### src/rtl/pmem_arbiter.sv
// Purpose : arbitrates icache and dcache line transactions onto one physical-memory port.
// Latency : one IDLE arbitration cycle before the pmem strobe, then memory latency; resp is same-cycle as pmem_resp.
// Backpressure: a losing client holds its strobe until granted; no queuing, one whole transaction at a time.
//
// Ports:
//   clk, reset                          - single clock, synchronous active-high reset
//   icache_read/address -> rdata/resp   - icache line-fill client
//   dcache_read/write/address/wdata     - dcache fill / victim-writeback client
//     -> dcache_rdata/resp
//   pmem_read/write/address/wdata       - physical-memory request side
//   pmem_rdata/resp                     - physical-memory response side
//
// Build option: define ARB_ROUND_ROBIN_EN to break ties against the last granted
// client; left undefined, the dcache always wins a tie.

module pmem_arbiter #(
    parameter int ADDR_WIDTH = 16,
    parameter int LINE_WIDTH = 128
) (
    input  logic                  clk,
    input  logic                  reset,

    input  logic                  icache_read,
    input  logic [ADDR_WIDTH-1:0] icache_address,
    output logic [LINE_WIDTH-1:0] icache_rdata,
    output logic                  icache_resp,

    input  logic                  dcache_read,
    input  logic                  dcache_write,
    input  logic [ADDR_WIDTH-1:0] dcache_address,
    input  logic [LINE_WIDTH-1:0] dcache_wdata,
    output logic [LINE_WIDTH-1:0] dcache_rdata,
    output logic                  dcache_resp,

    output logic                  pmem_read,
    output logic                  pmem_write,
    output logic [ADDR_WIDTH-1:0] pmem_address,
    output logic [LINE_WIDTH-1:0] pmem_wdata,
    input  logic [LINE_WIDTH-1:0] pmem_rdata,
    input  logic                  pmem_resp
);

    typedef enum logic [1:0] {
        IDLE    = 2'd0,
        SERVE_I = 2'd1,
        SERVE_D = 2'd2
    } state_e;

    localparam logic GRANT_I = 1'b0;
    localparam logic GRANT_D = 1'b1;

    state_e state_q;
    state_e state_d;
    logic   last_grant_q;
    logic   last_grant_d;

    logic   icache_req;
    logic   dcache_req;
    logic   tie_pick_d;    // 1: dcache wins a simultaneous request

    assign icache_req = icache_read;
    assign dcache_req = dcache_read | dcache_write;

    // Read data is broadcast; only the matching resp qualifies it.
    assign icache_rdata = pmem_rdata;
    assign dcache_rdata = pmem_rdata;

    // Tie-break policy.
    always_comb begin
        tie_pick_d = 1'b1;
`ifdef ARB_ROUND_ROBIN_EN
        // Favour whichever client was not served last; last_grant resets to
        // icache so the very first tie goes to the dcache.
        tie_pick_d = (last_grant_q == GRANT_I);
`else
        // Fixed priority: dcache misses stall the pipeline harder, so it wins.
        tie_pick_d = 1'b1;
`endif
    end

    // Next-state and output logic.
    always_comb begin
        state_d      = state_q;
        last_grant_d = last_grant_q;
        pmem_read    = 1'b0;
        pmem_write   = 1'b0;
        pmem_address = '0;
        pmem_wdata   = '0;
        icache_resp  = 1'b0;
        dcache_resp  = 1'b0;

        case (state_q)
            IDLE: begin
                // pmem_resp is deliberately not looked at here: a stray or
                // post-reset response must not be forwarded to anyone.
                if (icache_req && dcache_req) begin
                    state_d = tie_pick_d ? SERVE_D : SERVE_I;
                end else if (dcache_req) begin
                    state_d = SERVE_D;
                end else if (icache_req) begin
                    state_d = SERVE_I;
                end
            end

            SERVE_I: begin
                pmem_read    = icache_read;
                pmem_address = icache_address;
                if (pmem_resp) begin
                    icache_resp  = 1'b1;
                    last_grant_d = GRANT_I;
                    state_d      = IDLE;
                end else if (!icache_req) begin
                    // Client withdrew: abandon without a resp and without
                    // counting it as a grant.
                    state_d = IDLE;
                end
            end

            SERVE_D: begin
                // A writeback must complete before the fill of the same line
                // slot, so write takes precedence when both strobes are up.
                pmem_write   = dcache_write;
                pmem_read    = dcache_read & ~dcache_write;
                pmem_address = dcache_address;
                pmem_wdata   = dcache_wdata;
                if (pmem_resp) begin
                    dcache_resp  = 1'b1;
                    last_grant_d = GRANT_D;
                    state_d      = IDLE;
                end else if (!dcache_req) begin
                    state_d = IDLE;
                end
            end

            default: begin
                state_d = IDLE;
            end
        endcase

        // Reset is synchronous, so the state flop may still hold a SERVE
        // state during the reset cycle; force the memory side quiet anyway.
        if (reset) begin
            pmem_read    = 1'b0;
            pmem_write   = 1'b0;
            pmem_address = '0;
            pmem_wdata   = '0;
            icache_resp  = 1'b0;
            dcache_resp  = 1'b0;
        end
    end

    always_ff @(posedge clk) begin
        if (reset) begin
            state_q      <= IDLE;
            last_grant_q <= GRANT_I;
        end else begin
            state_q      <= state_d;
            last_grant_q <= last_grant_d;
        end
    end

endmodule

### config.mk
export PLATFORM = sky130hd
export DESIGN_NAME = pmem_arbiter
export DESIGN_NICKNAME = d
export VERILOG_FILES = /design/src/rtl/pmem_arbiter.sv
export SDC_FILE = /design/constraint.sdc
export NUM_CORES = 1
export LEC_CHECK = 0
export BUFFER_PORTS_ARGS = -buffer_cell sky130_fd_sc_hd__buf_2
export CORE_AREA = 8 8 267 269
export CTS_CLUSTER_SIZE = 10
export DETAILED_ROUTE_END_ITERATION = 12
export DIE_AREA = 0 0 275 277
export RECOVER_POWER = 50
export SKIP_CTS_REPAIR_TIMING = 1
export SYNTH_ARGS = -nofsm -noshare
export SYNTH_HDL_FRONTEND = slang
export SYNTH_SLANG_ARGS = --single-unit
### constraint.sdc
create_clock -name clk -period 3.7 [get_ports clk]
set_clock_uncertainty 0.1 [all_clocks]
set_input_delay 0.74 -clock clk [delete_from_list [all_inputs] [get_ports clk]]
set_output_delay 0.74 -clock clk [all_outputs]
set_load 0.05 [all_outputs]
# After elaboration in Yosys (flattened, before gate mapping)
# Index checks and enable logic that the tools add are counted.
# classes
n_eq_ne	5
n_mux	21
n_bitwise	3
reduce_logical	3
# ops
operator	count
128-bit 2-to-1 mux	2
16-bit one-hot mux with 2 select lines	1
16-bit 2-to-1 mux	1
2-bit 2-to-1 mux	7
1-bit 2-to-1 mux	8
3-bit != test, second input constant	2
2-bit one-hot mux with 3 select lines	1
4-bit != test, second input constant	1
3-bit AND reduction	1
2-bit by 1-bit == test with 1-bit output, second input constant	1
2-bit == test, second input constant	1
2-bit zero test	1
1-bit one-hot mux with 2 select lines	1
1-bit bitwise AND	1
1-bit logical AND	1
1-bit NOT	1
1-bit bitwise OR	1
# totals
register_bits	2
inputBits	294
out_inout_bits	404
word_cells	33

# Logic depth before layout (Yosys ltp)
# depth
word_depth	4
ltp_mapped	7
ltp_nobuf	5

# Least setup slack after synthesis
# Ideal clock, no wire load.
# synth_timing
kind	input to output
from	in reset
to	out pmem_address[10]
arrival_time_ps	1797
t_required_ps	2860
setup_slack_ps	1063
cell_stages	4
path_buffers	1
cell_sequence	inv_1 > nand2_1 > buf_2 > nor2_1
# synth_via
elab_chain_len	1
# synth_rtl
element	line	text
start: declaration	21	input logic reset,
16-bit 2-to-1 mux	142	if (reset) begin
end: declaration	37	output logic [ADDR_WIDTH-1:0] pmem_address,
# No other way between the ends.

# Final worst setup path
# layout_timing
from	reg state_q[1]
to	out pmem_read
# layout_via
elab_chain_len	3
word_cells_on_any_way	4
# layout_rtl
element	line	text
start: declaration	52	state_e state_q;
start signal: assignment	157	state_q <= state_d;
2-bit == test / 2-bit by 1-bit == test with 1-bit output (equally long branches)	92	case (state_q)
1-bit one-hot mux with 2 select lines (*)	92	
1-bit 2-to-1 mux (*)	142	
end: declaration	35	output logic pmem_read,
# Mark *: on every way between the ends. The rest lies on a longest branch, timed or not.

==> results <==
- The flow ran to the end, and the final reports show no timing, DRC or antenna violations.
- The worst register-to-register path begins at state_q[1]$_SDFFE_PP0P_.
- The met1 layer wirelength in the final routing is 6020 microns.
- The number of synthesized register bits is 2.
- The post-detailed-route count of antenna-violating nets is 0.
- The met2 wirelength from detailed routing is 9570 microns.
- The layout has 7,922 filler cells.
- During placement, the flow inserted port buffers numbering 313.
- The sequential cell area is 40.0 sq um.
- The number of flip-flops under the largest register name is 2.
- The worst setup path is launched from a flip-flop.
- At the worst endpoint, the required time is 2860 ps.
- The total nets after synthesis is 759.
- The core region is 66,800 sq um.
- After synthesis, the cell types taking the most area are sky130_fd_sc_hd__buf_4 (60%), sky130_fd_sc_hd__and2_1 (25%), sky130_fd_sc_hd__a22oi_1 (3.7%).
- The clock latency at the later pin of the worst-skew pair is 220 ps.
- The clock root buffer is sky130_fd_sc_hd__clkbuf_16.
- The floorplan die area is 76,200 sq um.
- The post-detailed-route wirelength per cell is 16.9 microns.
- Summed over all layers, the routed wires come to 23,400 microns.
- The worst hold-check path type is reg2reg.
- The H-tree depth is 1.
- The number of detailed-routing iterations run before antenna repair is 4.
- Entering global routing, the biggest net connects 101 pins.
- The via count of the first global-routing pass is 3,330.
- After synthesis, the netlist uses 23 different library cells.
- The area of the mapped netlist is 3220 sq um.
- The total vias in the final route is 3,139.
- For the final routed database, the setup TNS stands at 0 ps.
- Yosys printed 0 warnings.
- The sequential area share after synthesis is 1.25%.
- The final max-slew violation count is 0.
- The signal on the critical path passes through inv_1, ha_1, nand2_1, a21oi_1, buf_2.
- Along the worst hold path, the cell count comes to 1.
- The final non-filler cell total is 1,386.
- The largest registers in the layout are state_q: 2 flops.
- The multi-input logic area is 1140 sq um.
- The clock passes through at most 2 buffers.
- By startpoint and endpoint, the worst setup path is classified as reg2out.
- The number of top-level pins is 698.
- For the worst setup path, the data arrival time is 2060 ps.
- The family with the most delay on the worst path is adder cells.
- The final layout net count is 805.
- The post-route core utilization is 5.96%.
- More flip-flops sit in one register than any other, and that register is state_q.
- The synthesis-to-layout area growth is 23.8%.
- The library cell with the largest summed area after synthesis is sky130_fd_sc_hd__buf_4.
- The number of cells on the worst reg-to-reg path is 5.
- The initial antenna violation count is 31.
- The top layer reached by signal wires is met5.
- After legalization and detailed placement, the total HPWL measured 21,500 microns.
- The top cell type's share of synthesized area is 60.0%.
- The row count is 95.
- The via density per instance is 2.26.
- The combined buffer and inverter count along the critical path is 2.
- The total placed cells including tap cells is 1,376.
- The count of endpoints failing hold in the final timing report is 0.
- The fraction of final layout cells sized beyond drive strength 1 is 63.2%.
- The slew at the pin closest to its max-slew limit is 847 ps.
- The worst reg2reg path endpoint is state_q[0]$_SDFFE_PP0P_.
- The horizontal die dimension is 275 microns.
- The final worst-path cycle share is 78.4%.
- The max-cap check violation count is 0.
- In this run the most critical hold path is launched from state_q[1]$_SDFFE_PP0P_.
- Setup repair after global routing left no endpoint under its margin.
- The register clock-pin slew on the reported worst setup and hold paths is 30 ps.
- The post-synthesis cell count is 462.
- Dividing total power by cell area gives a power density of 224 nW/um^2.
- The total track usage is 5.46%.
- Setup violations remaining at the end of the flow were counted as 0.
- The worst setup path is captured at a primary output.
- In this run the mean area of a mapped cell was 6.96 sq um.
- Along the worst path, the maximum fanout reaches 19.
- At the end of routability-driven placement, the weighted congestion stood at 0.793.
- The initial utilization of the core area, before any placement, comes to 4.81%.
- The overflow left after global routing is 0.
- The wire length on met3 is 6390 microns.
- The end of the worst hold path is state_q[1]$_SDFFE_PP0P_.
- The analysis attributes to cell leakage a power of 2.00 nW.
- The overall power after layout is 0.890 mW.
- The die is 277 microns tall.
- The total clock buffers created by CTS is 3.
- The number of clock sinks is 2.
- The longest individual stage delay on the worst path is 700 ps.
- Measured against its own limit, the worst slew margin works out to 43.5%.
- The slowest stage of the critical path is the sky130_fd_sc_hd__ha_1 cell.
- The first-pass GRT wire length is 27,900 microns.
- The timing-limited maximum frequency is 0.345 GHz.
- TritonCTS built the clock tree.
- The smallest clock period supported by the final layout is computed as 2900 ps.
- The iteration-0 DRC count of the detailed router is 61.
- The flop-to-flop setup slack is 1620 ps.
- Across the VDD grid, the largest voltage drop is 266 uV.
- After detailed routing, the number of remaining DRC violations is 0.
layout by cell type, fill, tap and decap left out, drive strengths merged:
| cell type | n |
|---|---|
| diode | 7 |
| o221ai | 1 |
| a22oi | 16 |
| and3 | 1 |
| nor2 | 17 |
| and2 | 130 |
| a21oi | 1 |
| nand3b | 2 |
| nor2b | 1 |
| a21o | 1 |
| dfxtp | 2 |
| a32o | 1 |
| inv | 4 |
| ha | 3 |
| nor3 | 1 |
| a221oi | 1 |
| buf | 316 |
| clkbuf | 3 |
| o211ai | 1 |
| nand2 | 3 |
| o21ai | 1 |
cell families (layout without fill, tap and decap cells):
family          count (synthesis)  after routing  share of synthesized area (%)
other cells                     0              7                              0
compound gates                 23             23                           5.37
buf+inv                       279            323                           63.3
flops                           2              2                           1.25
simple gates                  155            155                           28.9
fa+ha+maj                       3              3                           1.17
how the worst max path moves through the flow:
stage / slack, ps / to / start / cells after the start
after floorplan: 1060 / pmem_address[10] / reset / 4
after global placement: 850 / pmem_address[8] / reset / 5
after detailed placement: 840 / pmem_address[8] / reset / 5
after CTS: 740 / pmem_read / state_q[1]$_SDFFE_PP0P_ / 5
after global routing: 700 / pmem_read / state_q[1]$_SDFFE_PP0P_ / 5
final: 800 / pmem_read / state_q[1]$_SDFFE_PP0P_ / 5
per-stage QoR:
stage / hold WS, ps / area (sq um) / setup slack (ps)
6_report: 433 / 3980 / 797
5_1_grt: 447 / 3970 / 704
4_1_cts: 429 / 3960 / 736
3_5_place_dp: 427 / 3890 / 838
3_3_place_gp: 439 / 3890 / 852
2_1_floorplan: 393 / 3220 / 1060
where the power goes:
group / internal (mW) / total (mW) / switching, mW / leakage, nW
Sequential: 0.0245 / 0.0264 / 0.00188 / 0.0165
Combinational: 0.195 / 0.702 / 0.507 / 1.95
Clock: 0.137 / 0.161 / 0.0237 / 0.0370
Total: 0.357 / 0.890 / 0.533 / 2.00
metal layers:
metal | global-route usage [%] | up-vias
li1 | - | 1259
met1 | 3.95 | 1210
met2 | 8.61 | 526
met3 | 6.03 | 124
met4 | 2.99 | 20
met5 | 0 | -
synth_stat cells (all sizes together):
cell    count
a221oi      1
nand2       3
o211ai      1
ha          3
dfxtp       2
nor2       17
nor3        1
a21o        1
a32o        1
nand3b      2
a22oi      16
o221ai      1
o21ai       1
buf       262
inv         4
clkbuf     13
a21oi       1
and3        1
nor2b       1
and2      130
cell type report:
class	instances	share of cell area (%)
tap	873	27.4
multi-input combinational	181	28.6
clock buffer	3	1.89
sequential	2	1.01
timing repair buffer	316	40.2
inverter	4	0.377
antenna	7	0.440
(Power assumes the default switching activity.)
